[src/rtl/act_table.sv]
`default_nettype none
// ============================================================================
// Module   : act_table
// Purpose  : Per-block core access table with a 1-cycle read port and a
//            range-update config FSM. Optional sticky lock: ACT_CFG_LOCK_EN.
// Revision : 1.0 - initial release
// ============================================================================
module act_table #(
    parameter int NUM_CORES        = 4,
    parameter int CORE_ID_WIDTH    = 2,
    parameter int ADDR_WIDTH       = 32,
    parameter int BLOCK_COUNT_BITS = 4,
    parameter int REGION_SHIFT     = 12
) (
    input  logic                        clk,
    input  logic                        rst_n,
    input  logic                        act_cs,
    input  logic [BLOCK_COUNT_BITS-1:0] act_addr,
    output logic [2*NUM_CORES-1:0]      act_rdata,
    input  logic                        cfg_valid,
    output logic                        cfg_ready,
    input  logic [ADDR_WIDTH-1:0]       cfg_base,
    input  logic [BLOCK_COUNT_BITS:0]   cfg_count,
    input  logic [CORE_ID_WIDTH-1:0]    cfg_core,
    input  logic                        cfg_rd_en,
    input  logic                        cfg_wr_en,
    input  logic                        cfg_lock,
    output logic                        cfg_done,
    output logic                        cfg_err
);

    localparam int DEPTH = 2**BLOCK_COUNT_BITS;
    localparam int EW    = 2*NUM_CORES;
    localparam logic [BLOCK_COUNT_BITS-1:0] IDX_ONE   = {{(BLOCK_COUNT_BITS-1){1'b0}}, 1'b1};
    localparam logic [BLOCK_COUNT_BITS:0]   REM_ONE   = {{BLOCK_COUNT_BITS{1'b0}}, 1'b1};
    localparam logic [BLOCK_COUNT_BITS+1:0] DEPTH_END = {2'b01, {BLOCK_COUNT_BITS{1'b0}}};

    typedef enum logic [1:0] {
        CFG_IDLE   = 2'd0,
        CFG_UPDATE = 2'd1,
        CFG_DONE   = 2'd2
    } cfg_state_e;

    cfg_state_e                  state_q, state_d;
    logic [EW-1:0]               table_q [DEPTH];
    logic [EW-1:0]               table_d [DEPTH];
    logic [EW-1:0]               act_rdata_q, act_rdata_d;
    logic [BLOCK_COUNT_BITS-1:0] idx_q, idx_d;
    logic [BLOCK_COUNT_BITS:0]   rem_q, rem_d;
    logic [CORE_ID_WIDTH-1:0]    core_q, core_d;
    logic                        rd_q, rd_d;
    logic                        wr_q, wr_d;
    logic                        err_q, err_d;

    logic [BLOCK_COUNT_BITS-1:0] req_idx;
    logic [BLOCK_COUNT_BITS+1:0] req_end;
    logic                        req_err;
    logic [NUM_CORES-1:0]        rmask, wmask;
    logic                        unused_bits;

`ifdef ACT_CFG_LOCK_EN
    logic lock_q, lock_d;
    logic locked_q, locked_d;
`endif

    assign req_idx     = cfg_base[REGION_SHIFT +: BLOCK_COUNT_BITS];
    // End bound is computed two bits wider so idx+count can never wrap.
    assign req_end     = {2'b00, req_idx} + {1'b0, cfg_count};
    assign unused_bits = ^{cfg_base, cfg_lock};

`ifdef ACT_CFG_LOCK_EN
    assign req_err = (cfg_count == '0) || (req_end > DEPTH_END) || locked_q;
`else
    assign req_err = (cfg_count == '0) || (req_end > DEPTH_END);
`endif

    always_comb begin
        state_d     = state_q;
        table_d     = table_q;
        idx_d       = idx_q;
        rem_d       = rem_q;
        core_d      = core_q;
        rd_d        = rd_q;
        wr_d        = wr_q;
        err_d       = err_q;
        rmask       = table_q[idx_q][NUM_CORES-1:0];
        wmask       = table_q[idx_q][EW-1:NUM_CORES];
`ifdef ACT_CFG_LOCK_EN
        lock_d      = lock_q;
        locked_d    = locked_q;
`endif
        // Reads see table_q, so a same-edge write returns the old entry.
        act_rdata_d = act_cs ? table_q[act_addr] : act_rdata_q;

        case (state_q)
            CFG_IDLE: begin
                if (cfg_valid) begin
                    idx_d   = req_idx;
                    rem_d   = cfg_count;
                    core_d  = cfg_core;
                    rd_d    = cfg_rd_en;
                    wr_d    = cfg_wr_en;
                    err_d   = req_err;
`ifdef ACT_CFG_LOCK_EN
                    lock_d  = cfg_lock;
`endif
                    state_d = req_err ? CFG_DONE : CFG_UPDATE;
                end
            end
            CFG_UPDATE: begin
                rmask[core_q]  = rd_q;
                wmask[core_q]  = wr_q;
                table_d[idx_q] = {wmask, rmask};
                idx_d          = idx_q + IDX_ONE;
                rem_d          = rem_q - REM_ONE;
                if (rem_q == REM_ONE) begin
                    state_d = CFG_DONE;
`ifdef ACT_CFG_LOCK_EN
                    locked_d = locked_q | lock_q;
`endif
                end
            end
            CFG_DONE: state_d = CFG_IDLE;
            default:  state_d = CFG_IDLE;
        endcase
    end

    always_ff @(posedge clk or negedge rst_n) begin
        if (!rst_n) begin
            state_q     <= CFG_IDLE;
            table_q     <= '{default: '0};
            act_rdata_q <= '0;
            idx_q       <= '0;
            rem_q       <= '0;
            core_q      <= '0;
            rd_q        <= 1'b0;
            wr_q        <= 1'b0;
            err_q       <= 1'b0;
`ifdef ACT_CFG_LOCK_EN
            lock_q      <= 1'b0;
            locked_q    <= 1'b0;
`endif
        end else begin
            state_q     <= state_d;
            table_q     <= table_d;
            act_rdata_q <= act_rdata_d;
            idx_q       <= idx_d;
            rem_q       <= rem_d;
            core_q      <= core_d;
            rd_q        <= rd_d;
            wr_q        <= wr_d;
            err_q       <= err_d;
`ifdef ACT_CFG_LOCK_EN
            lock_q      <= lock_d;
            locked_q    <= locked_d;
`endif
        end
    end

    assign act_rdata = act_rdata_q;
    assign cfg_ready = (state_q == CFG_IDLE);
    assign cfg_done  = (state_q == CFG_DONE);
    assign cfg_err   = (state_q == CFG_DONE) && err_q;

endmodule
`default_nettype wire

[config.mk]
export PLATFORM = sky130hd
export DESIGN_NAME = act_table
export DESIGN_NICKNAME = d
export VERILOG_FILES = /design/src/rtl/act_table.sv
export SDC_FILE = /design/constraint.sdc
export NUM_CORES = 1
export LEC_CHECK = 0
export BUFFER_PORTS_ARGS = -buffer_cell sky130_fd_sc_hd__buf_4
export CORE_MARGIN = 8
export CORE_UTILIZATION = 35
export DETAILED_ROUTE_END_ITERATION = 8
export PLACE_DENSITY = 0.48
export SETUP_SLACK_MARGIN = 0.4
export SLEW_MARGIN = 5
export SYNTH_ARGS = -nofsm -noshare
export SYNTH_HDL_FRONTEND = slang
export SYNTH_SLANG_ARGS = --single-unit
[constraint.sdc]
create_clock -name clk -period 2.39 [get_ports clk]
set_clock_uncertainty 0.2 [all_clocks]
set_input_delay 0.478 -clock clk [delete_from_list [all_inputs] [get_ports clk]]
set_output_delay 0.478 -clock clk [all_outputs]
set_load 0.05 [all_outputs]
==> results of run 1 <==
## cells by family after synthesis
logic type,synth area share
compound gates,0.1798
flops,0.4620
fa+ha+maj,0.01763
mux,0.1815
xor+xnor,0.003192
buf+inv,0.03511
simple gates,0.1208
## synthesized netlist by cell type, types with 9 or more instances
master and instances:
a31oi_1 10, mux2_2 40, clkbuf_1 28, nor2_1 19
ha_1 10, a21oi_1 25, mux2i_1 30, nor2b_1 20
o22ai_1 12, o21ai_0 137, inv_1 9, nand2_1 158
dfrtp_1 152, mux4_2 33
## state kept, by name, indices dropped and copies added (netlist names)
name and cells:
table_q 128, act_rdata 8, rem_q 5, idx_q 4, core_q 2, state_q 2, err_q 1, rd_q 1
wr_q 1
## routing by layer
layer	global-route usage	up-vias
met1	0.2392	3431
met3	0.03861	45
met2	0.3183	161
li1	-	3090
met5	0	-
met4	0.06618	0
## critical path, stage by stage, from the launching register on
cell,delay (ns)
dfrtp_4,0.50
buf_6,0.15
buf_6,0.12
mux2_4,0.29
a222oi_1,0.27
o2bb2ai_2,0.17
a21boi_4,0.35
o21ai_1,0.11
## through the flow
stage / cell area (µm²) / hold WS (ns) / util
final: 10630 / 0.07606 / 0.4571
after global routing: 10630 / 0.06503 / 0.4571
after CTS: 10390 / 0.06399 / 0.4465
after detailed placement: 9356 / 0.2122 / 0.4022
after global placement: 9356 / 0.2058 / 0.4022
after floorplan: 8512 / -0.01759 / -
## area by class of cell
type / instances / area share
Tap cell: 319 / 0.03754
Timing Repair Buffer: 112 / 0.1100
Clock buffer: 17 / 0.04001
Multi-Input combinational cell: 587 / 0.4365
Inverter: 9 / 0.003530
Sequential cell: 152 / 0.3586
Clock inverter: 15 / 0.01389
## power by group through the flow
stage / clock, mW / combinational [mW] / sequential, mW
floorplan: 0 / 3.88 / 4.10
global placement: 0 / 5.55 / 4.34
detailed placement: 0 / 5.65 / 4.39
CTS: 2.71 / 6.48 / 4.30
global route: 2.81 / 7.45 / 4.44
finish: 2.66 / 6.91 / 4.33
## how the worst max path moves through the flow
stage                                           to  slack, ns            startpoint  depth (start not counted)
after floorplan             state_q[0]$_DFFE_PN0P_       0.30          cfg_base[12]                          7
after global routing       table_q[83]$_DFFE_PN0P_       0.05  idx_q[0]$_DFFE_PN0P_                          7
after CTS                  table_q[75]$_DFFE_PN0P_       0.13  idx_q[1]$_DFFE_PN0P_                          6
final                      table_q[87]$_DFFE_PN0P_       0.11  idx_q[0]$_DFFE_PN0P_                          7
after detailed placement  table_q[112]$_DFFE_PN0P_       0.02  idx_q[0]$_DFFE_PN0P_                          6
after global placement    table_q[112]$_DFFE_PN0P_       0.04  idx_q[0]$_DFFE_PN0P_                          6
## what timing repair did
action                                  CTS  global route
setup buffers                            17             7
resized for setup                       125            82
hold endpoints to repair                 32             0
gates cloned                              1             0
pin swaps                                50            24
hold buffers                              1             0
endpoints found under the setup margin  130           134
==> impl_metrics.csv, run 1 <==
group,metric,value,unit
pwr,pwr-share-clk,0.191,
worst_setup_path,path_class,"register to register",
worst_setup_path,r2r-start,"idx_q[0]$_DFFE_PN0P_",
run_status,status,"complete, no violations",
timing,maxSlewHeadroom,0.6462,
logic_synthesis,synth.avg_cell_area,10.34,µm²
logic_synthesis,synthesis.area,8233,µm²
clocking,ctsLongestPathBuffers,2,
timing,tightestPinTransition,0.5173,ns
clocking,clock_sinks,152,
clocking,clockRootBuffer,"clkbuf_16",
logic_synthesis,seq_area_frac_synth,0.4620,
timing,rsz0062_at_grt,"yes",
logic_synthesis,ys_async_sr_fraction,1.000,
clocking,cts_buffers,17,
pwr,comb_power_share,0.497,
clocking,cts_max_level,4,
hold_path,holdPathEnd,"core_q[0]$_DFFE_PN0P_",
route,drc,0,
pwr,power,13.90,mW
hold_path,min_path_type,"input port to register",
timing,finalSetupViolCount,0,
finish,regArea,3812,µm²
timing,fmax,439.2,MHz
logic_synthesis,synth_seq_cells,152,
placement,dp_hpwl,18.19,mm
worst_setup_path,worstPathMaxFanout,8,
route,drt_iter0_drc,370,
pwr,peakVddDrop,0.0005750,V
grt,grt_pass1_wl,41.06,mm
floorplanning,placement_rows,56,
route,vias_per_cell,5.555,
pwr,seq_power_share,0.312,
pwr,leakage,4.621,nW
clocking,cts_tree,"built",
worst_setup_path,crit_path_start_kind,"register",
logic_synthesis,synth-edff-count,0,
pwr,switching_share,0.4144,
floorplanning,initial_core_util,0.3539,
pwr,p_int,8.140,mW
placement,gp_congestion,0.8446,
grt,grt.total_usage,0.1894,
route,via_count,6727,
run,drv_cap,0,
route,first_pass_iters,5,
clocking,clkSlewWorstSetupHoldPaths,0.07,ns
route,wl_met1,11.74,mm
worst_setup_path,end_kind,"register",
finish,diodes,0,
finish,multi_input_area,4641,µm²
route,wl,26.41,mm
worst_setup_path,required,2.50,ns
finish,areaGrowthSynthToFinish,29.15,%
pwr,p_sw,5.761,mW
placement,pre_cts_slack,0.01769,ns
finish,fill_cells,2213,
route,top_layer,"met4",
hold_path,worstHoldStart,"cfg_core[0]",
logic_synthesis,synthDistinctLibCells,52,
placement,dp.cells,1153,
finish,mostFrequentLayoutCells,"dfrtp_1 (147), nand2_1 (146), buf_4 (71), o21ai_1 (64), o21ai_2 (54)",
logic_synthesis,netlist.area_leader.share,0.4620,
worst_setup_path,crit_arrival,2.39,ns
logic_synthesis,synth_top_cell_by_area,"dfrtp_1",
finish,final_cells,1211,
floorplanning,die_h,169.4,µm
worst_setup_path,r2r_setup_slack,0.11,ns
timing,finalSetupTns,0,ns
logic_synthesis,synthTopCellsByArea,"dfrtp_1 (46%), mux4_2 (9.0%), o21ai_0 (8.3%), nand2_1 (7.2%), mux2_2 (5.5%)",
finish,finalNetCount,940,
route,antenna_left,0,
timing,fin_crit,2.277,ns
floorplanning,die_area,28690,µm²
grt,grt_start_max_net_pins,53,
clocking,clock_latency,0.44,ns
placement,io_buffers,31,
grt,gr-total-overflow,0,
route,wl_met2,12.92,mm
logic_synthesis,synthCells,796,
finish,final_common_cell,"dfrtp_1",
route,wire_per_inst,21.81,µm
logic_synthesis,syn_nets,857,
grt,grt_antenna_before_repair,0,
floorplanning,die_w,169.4,µm
worst_setup_path,r2r_cells,7,
timing,fin_crit_sh,0.9527,
finish,drive_gt1_frac,0.3722,
timing,fin_ws,0.1131,ns
logic_synthesis,synth-main-ff-cell,"dfrtp_1",
timing,hold_violations,0,
worst_setup_path,regToRegEndpoint,"table_q[87]$_DFFE_PN0P_",
floorplanning,ios,61,
hold_path,worstHoldPathCells,2,
pwr,pwr_density_cell,1307,nW/µm²
floorplanning,core,23260,µm²
logic_synthesis,ys_warn_count,0,
grt,first_global_vias,6945,
route,wl_met3,1.058,mm
timing,final_max_slew_viol_count,0,
(Power assumes the default switching activity.)
==> run 2, diff against run 1 <==
--- a/config.mk
+++ b/config.mk
@@ -11,6 +11,7 @@
 export DETAILED_ROUTE_END_ITERATION = 8
 export PLACE_DENSITY = 0.48
 export SETUP_SLACK_MARGIN = 0.4
+export SKIP_LAST_GASP = 1
 export SLEW_MARGIN = 5
 export SYNTH_ARGS = -nofsm -noshare
 export SYNTH_HDL_FRONTEND = slang
==> constraint.sdc (replaced) <==
create_clock -name clk -period 2.39 [get_ports clk]
set_clock_uncertainty 0.2 [all_clocks]
set_input_delay 0.478 -clock clk [delete_from_list [all_inputs] [get_ports clk]]
set_output_delay 0.478 -clock clk [all_outputs]
set_load 0.02 [all_outputs]
==> impl_metrics.csv, run 2 (synthesis gave the netlist of run 1 again) <==
group,metric,value,unit
run_status,status,"complete, no violations",
worst_setup_path,end_kind,"register",
worst_setup_path,path_depth,8,
route,drt_iter0_drc,531,
timing,fin_crit_sh,0.9481,
grt,grt_antenna_before_repair,1,
worst_setup_path,crit_family,"compound AO/OA/AOI/OAI gates",
clocking,clock_sinks,152,
finish,diodes,0,
worst_setup_path,r2r_cells,8,
placement,pre_cts_slack,0.01852,ns
timing,finalSetupTns,0,ns
grt,grt_start_max_net_pins,55,
finish,finalNetCount,960,
worst_setup_path,crit_path_start,"idx_q[0]$_DFFE_PN0P_",
placement,gp_congestion,0.8577,
pwr,peakVddDrop,0.0005163,V
placement,dp_hpwl,18.51,mm
timing,fmax,441.3,MHz
worst_setup_path,critPathBufInv,3,
timing,tightestPinTransition,0.5748,ns
grt,gr-total-overflow,0,
finish,areaGrowthSynthToFinish,31.72,%
route,antenna_left,0,
worst_setup_path,r2r-start,"idx_q[0]$_DFFE_PN0P_",
worst_setup_path,r2r_setup_slack,0.12,ns
worst_setup_path,worstPathMaxFanout,8,
floorplanning,initial_core_util,0.3539,
clocking,clock_latency,0.43,ns
clocking,clockRootBuffer,"clkbuf_16",
floorplanning,ios,61,
finish,multi_input_area,4730,µm²
worst_setup_path,path_cells,"buf_6 -> buf_8 -> buf_8 -> mux2_4 -> a222oi_1 -> a21bo_2 -> o31a_4 -> o21ai_1",
finish,mostFrequentLayoutCells,"nand2_1 (151), dfrtp_1 (148), buf_4 (89), o21ai_2 (82), o21ai_1 (34)",
floorplanning,core,23260,µm²
floorplanning,die_h,169.4,µm
worst_setup_path,cpMostUsedCell,"buf_8",
clocking,cts_max_level,4,
worst_setup_path,crit_end,"table_q[88]$_DFFE_PN0P_",
floorplanning,die_w,169.4,µm
finish,fill_cells,2196,
timing,hold_violations,0,
worst_setup_path,crit_path_start_kind,"register",
timing,fin_ws,0.1240,ns
grt,first_global_vias,7199,
route,via_count,6965,
grt,grt.total_usage,0.1966,
worst_setup_path,crit_arrival,2.37,ns
timing,fin_crit,2.266,ns
floorplanning,placement_rows,56,
floorplanning,die_area,28690,µm²
worst_setup_path,regToRegEndpoint,"table_q[88]$_DFFE_PN0P_",
worst_setup_path,required,2.50,ns
worst_setup_path,path_class,"register to register",
timing,final_max_slew_viol_count,0,
timing,finalSetupViolCount,0,
worst_setup_path,slowest_stage,"dfrtp_2",
grt,grt_pass1_wl,42.59,mm
finish,regMostFlops,"table_q",
clocking,cts_tree,"built",
finish,regArea,3809,µm²
hold_path,min_path_type,"input port to register",
pwr,pwr_density_cell,1333,nW/µm²
timing,rsz0062_at_grt,"yes",
finish,largest_register_ffs,128,
clocking,ctsLongestPathBuffers,2,
route,drc,0,
worst_setup_path,cp_slowest_stage_delay,0.44,ns
placement,io_buffers,31,
clocking,cts_buffers,17,
route,wl,27.62,mm
route,vias_per_cell,5.658,
finish,post-route-util,0.4662,
route,wire_per_inst,22.44,µm
finish,final_common_cell,"nand2_1",
route,first_pass_iters,6,
clocking,clkSlewWorstSetupHoldPaths,0.06,ns
finish,drive_gt1_frac,0.4090,
pwr,leakage,4.747,nW
run,drv_cap,0,
timing,maxSlewHeadroom,0.6168,
timing,whs,0.07757,ns
[run 2: final cells by class]
class | instances | share of cell area
tap | 319 | 0.03681
inverter | 9 | 0.003115
timing repair buffer | 132 | 0.1203
sequential | 152 | 0.3512
clock buffer | 17 | 0.03923
clock inverter | 15 | 0.01315
multi-input combinational | 587 | 0.4361
[run 2: metal layers]
layer  wire length [µm]  up-vias  share of wire  global-route usage
met5                  0        -              0                   0
met4                595        0          0.022             0.07657
met3               1284       45          0.046             0.04536
met2              13010      200           0.47              0.3032
met1              12730     3567           0.46              0.2646
li1                   -     3153              -                   -
[run 2: what timing repair did]
action / CTS / global route
hold buffers: 1 / 0
hold endpoints to repair: 50 / 0
pin swaps: 43 / 49
setup buffers: 25 / 11
endpoints found under the setup margin: 131 / 134
resized for setup: 91 / 154
cloned: 1 / 0
[run 2: metrics by stage]
stage          cell area [µm²]  power, mW  std cells
2_1_floorplan             8496      7.818        796
3_3_place_gp              9325      9.646       1161
3_5_place_dp              9325      9.788       1161
4_1_cts                  10330      13.36       1220
5_1_grt                  10840      15.26       1231
6_report                 10840      14.46       1231
[run 2: how the worst min path moves through the flow]
stage / start / end / slack [ns] / cells past startpoint
4_1_cts: cfg_core[1] / core_q[1]$_DFFE_PN0P_ / 0.07 / 2
2_1_floorplan: rst_n / act_rdata[0]$_DFFE_PN0P_ / -0.02 / 0
3_5_place_dp: rst_n / rem_q[1]$_DFFE_PN0P_ / 0.29 / 1
5_1_grt: cfg_core[1] / core_q[1]$_DFFE_PN0P_ / 0.07 / 2
3_3_place_gp: rst_n / rem_q[1]$_DFFE_PN0P_ / 0.28 / 1
6_report: cfg_core[1] / core_q[1]$_DFFE_PN0P_ / 0.08 / 2
[run 2: where the power goes]
part | total (mW) | internal, mW | switching [mW]
Sequential | 4.33 | 3.46 | 0.868
Clock | 2.65 | 1.45 | 1.20
Combinational | 7.48 | 3.63 | 3.84
==> run 3, diff against run 2 <==
--- a/config.mk
+++ b/config.mk
@@ -9,7 +9,7 @@
 export CORE_MARGIN = 8
 export CORE_UTILIZATION = 35
 export DETAILED_ROUTE_END_ITERATION = 8
-export PLACE_DENSITY = 0.48
+export PLACE_DENSITY = 0.63
 export SETUP_SLACK_MARGIN = 0.4
 export SKIP_LAST_GASP = 1
 export SLEW_MARGIN = 5
==> impl_metrics.csv, run 3 (synthesis gave the netlist of run 1 again) <==
group,metric,value,unit
grt,grt_pass1_wl,39.22,mm
route,drc,0,
clocking,cts_max_level,4,
grt,grt_start_max_net_pins,40,
worst_setup_path,crit_path_start_kind,"register",
run,drv_cap,0,
route,wire_per_inst,20.70,µm
clocking,clockRootBuffer,"clkbuf_16",
clocking,clkSlewWorstSetupHoldPaths,0.06,ns
worst_setup_path,worstPathMaxFanout,8,
route,drt_iter0_drc,682,
hold_path,worstHoldStart,"cfg_core[1]",
finish,areaGrowthSynthToFinish,33.66,%
finish,mostFrequentLayoutCells,"nand2_1 (146), dfrtp_1 (146), buf_4 (83), o21ai_2 (78), o21ai_1 (37)",
route,wl,25.46,mm
timing,finalSetupTns,0,ns
floorplanning,core,23260,µm²
timing,final_max_slew_viol_count,0,
clocking,cts_buffers,17,
timing,rsz0062_at_grt,"yes",
pwr,p_sw,5.697,mW
route,antenna_left,0,
finish,diodes,0,
clocking,cts_tree,"built",
floorplanning,placement_rows,56,
timing,maxSlewHeadroom,0.5744,
floorplanning,ios,61,
run_status,status,"complete, no violations",
pwr,p_int,8.572,mW
clocking,clock_sinks,152,
timing,tightestPinTransition,0.6223,ns
floorplanning,die_area,28690,µm²
pwr,leakage,4.811,nW
route,first_pass_iters,5,
timing,fin_crit,2.291,ns
floorplanning,die_w,169.4,µm
grt,grt.total_usage,0.1791,
floorplanning,initial_core_util,0.3539,
timing,fin_crit_sh,0.9585,
pwr,seq_power_share,0.302,
finish,post-route-util,0.4731,
pwr,pwr-share-clk,0.189,
placement,io_buffers,31,
pwr,comb_power_share,0.508,
finish,largest_register_ffs,128,
timing,finalSetupViolCount,0,
worst_setup_path,end_kind,"register",
worst_setup_path,crit_path_start,"idx_q[0]$_DFFE_PN0P_",
route,via_count,6784,
clocking,clock_latency,0.43,ns
placement,gp_congestion,0.8416,
placement,dp_hpwl,16.71,mm
worst_setup_path,crit_arrival,2.40,ns
floorplanning,die_h,169.4,µm
route,vias_per_cell,5.515,
timing,hold_violations,0,
finish,finalNetCount,960,
finish,regMostFlops,"table_q",
grt,gr-total-overflow,0,
grt,grt_antenna_before_repair,1,
pwr,switching_share,0.3993,
worst_setup_path,r2r-start,"idx_q[0]$_DFFE_PN0P_",
hold_path,min_path_type,"input port to register",
pwr,pwr_density_cell,1297,nW/µm²
grt,first_global_vias,6682,
worst_setup_path,required,2.50,ns
timing,fmax,436.5,MHz
worst_setup_path,path_class,"register to register",
pwr,peakVddDrop,0.0005172,V
clocking,ctsLongestPathBuffers,2,
finish,drive_gt1_frac,0.4105,
## run 3: cell types whose count changed in the layout (fill, tap and decap cells not counted), sizes merged
cell and delta:
bufbuf +1, clkbuf +4, inv -2, clkinv -1
bufinv +1, buf -3, clkinvlp -1
## run 3: metrics by stage
stage	area, µm²	total power [mW]	std cells	hold slack, ns	setup WS [ns]
floorplan	8496	7.818	796	-0.01759	0.3023
global placement	9435	9.728	1169	0.2028	0.06221
detailed placement	9435	9.841	1169	0.2057	0.04164
CTS	10400	13.28	1215	0.06700	0.1058
global route	11000	15.08	1230	0.06632	0.03222
finish	11000	14.27	1230	0.08569	0.09915
## run 3: worst max-delay path: stages, from the launching register on
cell       delay (ns)
dfrtp_2          0.50
buf_12           0.18
mux2_4           0.29
a222oi_1         0.43
o2bb2ai_2        0.15
a21boi_4         0.32
o21ai_1          0.09
## run 3: timing repair
item,CTS,global route
gates resized for setup,105,149
endpoints found under the setup margin,133,134
setup buffers,12,13
hold buffers,1,0
pin swaps,46,36
hold endpoints to repair,31,0
gates cloned,2,2
## run 3: final timing paths
path                                                  to  slack (ns)  cells after the start
worst max-delay path             table_q[15]$_DFFE_PN0P_         0.1                      6
worst min-delay path               core_q[1]$_DFFE_PN0P_        0.09                      2
worst max register to register   table_q[15]$_DFFE_PN0P_         0.1                      6
worst min register to register  table_q[122]$_DFFE_PN0P_        0.30                      2
max in group asynchronous       act_rdata[7]$_DFFE_PN0P_        1.08                      3
min in group asynchronous       table_q[114]$_DFFE_PN0P_        0.32                      2
## run 3: cell type report
type / instances / area, µm²
Tap cell: 319 / 399.1
Timing Repair Buffer: 132 / 1400
Fill cell: 2112 / 12260
Sequential cell: 152 / 3811
Clock inverter: 12 / 142.6
Multi-Input combinational cell: 587 / 4772
Clock buffer: 19 / 442.9
Inverter: 9 / 36.28
## run 3: layer usage
metal | GRT usage | up-vias | wire length, µm
met3 | 0.04745 | 47 | 1970
met5 | 0 | - | 9
met2 | 0.2639 | 227 | 11400
met4 | 0.06272 | 2 | 639
met1 | 0.2500 | 3358 | 11440
li1 | - | 3150 | -
## run 3: power by group through the flow
stage / combinational, mW / sequential [mW] / clock [mW]
after floorplan: 3.79 / 4.03 / 0
after global placement: 5.44 / 4.29 / 0
after detailed placement: 5.51 / 4.33 / 0
after CTS: 6.26 / 4.28 / 2.75
after global routing: 7.78 / 4.44 / 2.86
final: 7.25 / 4.32 / 2.70
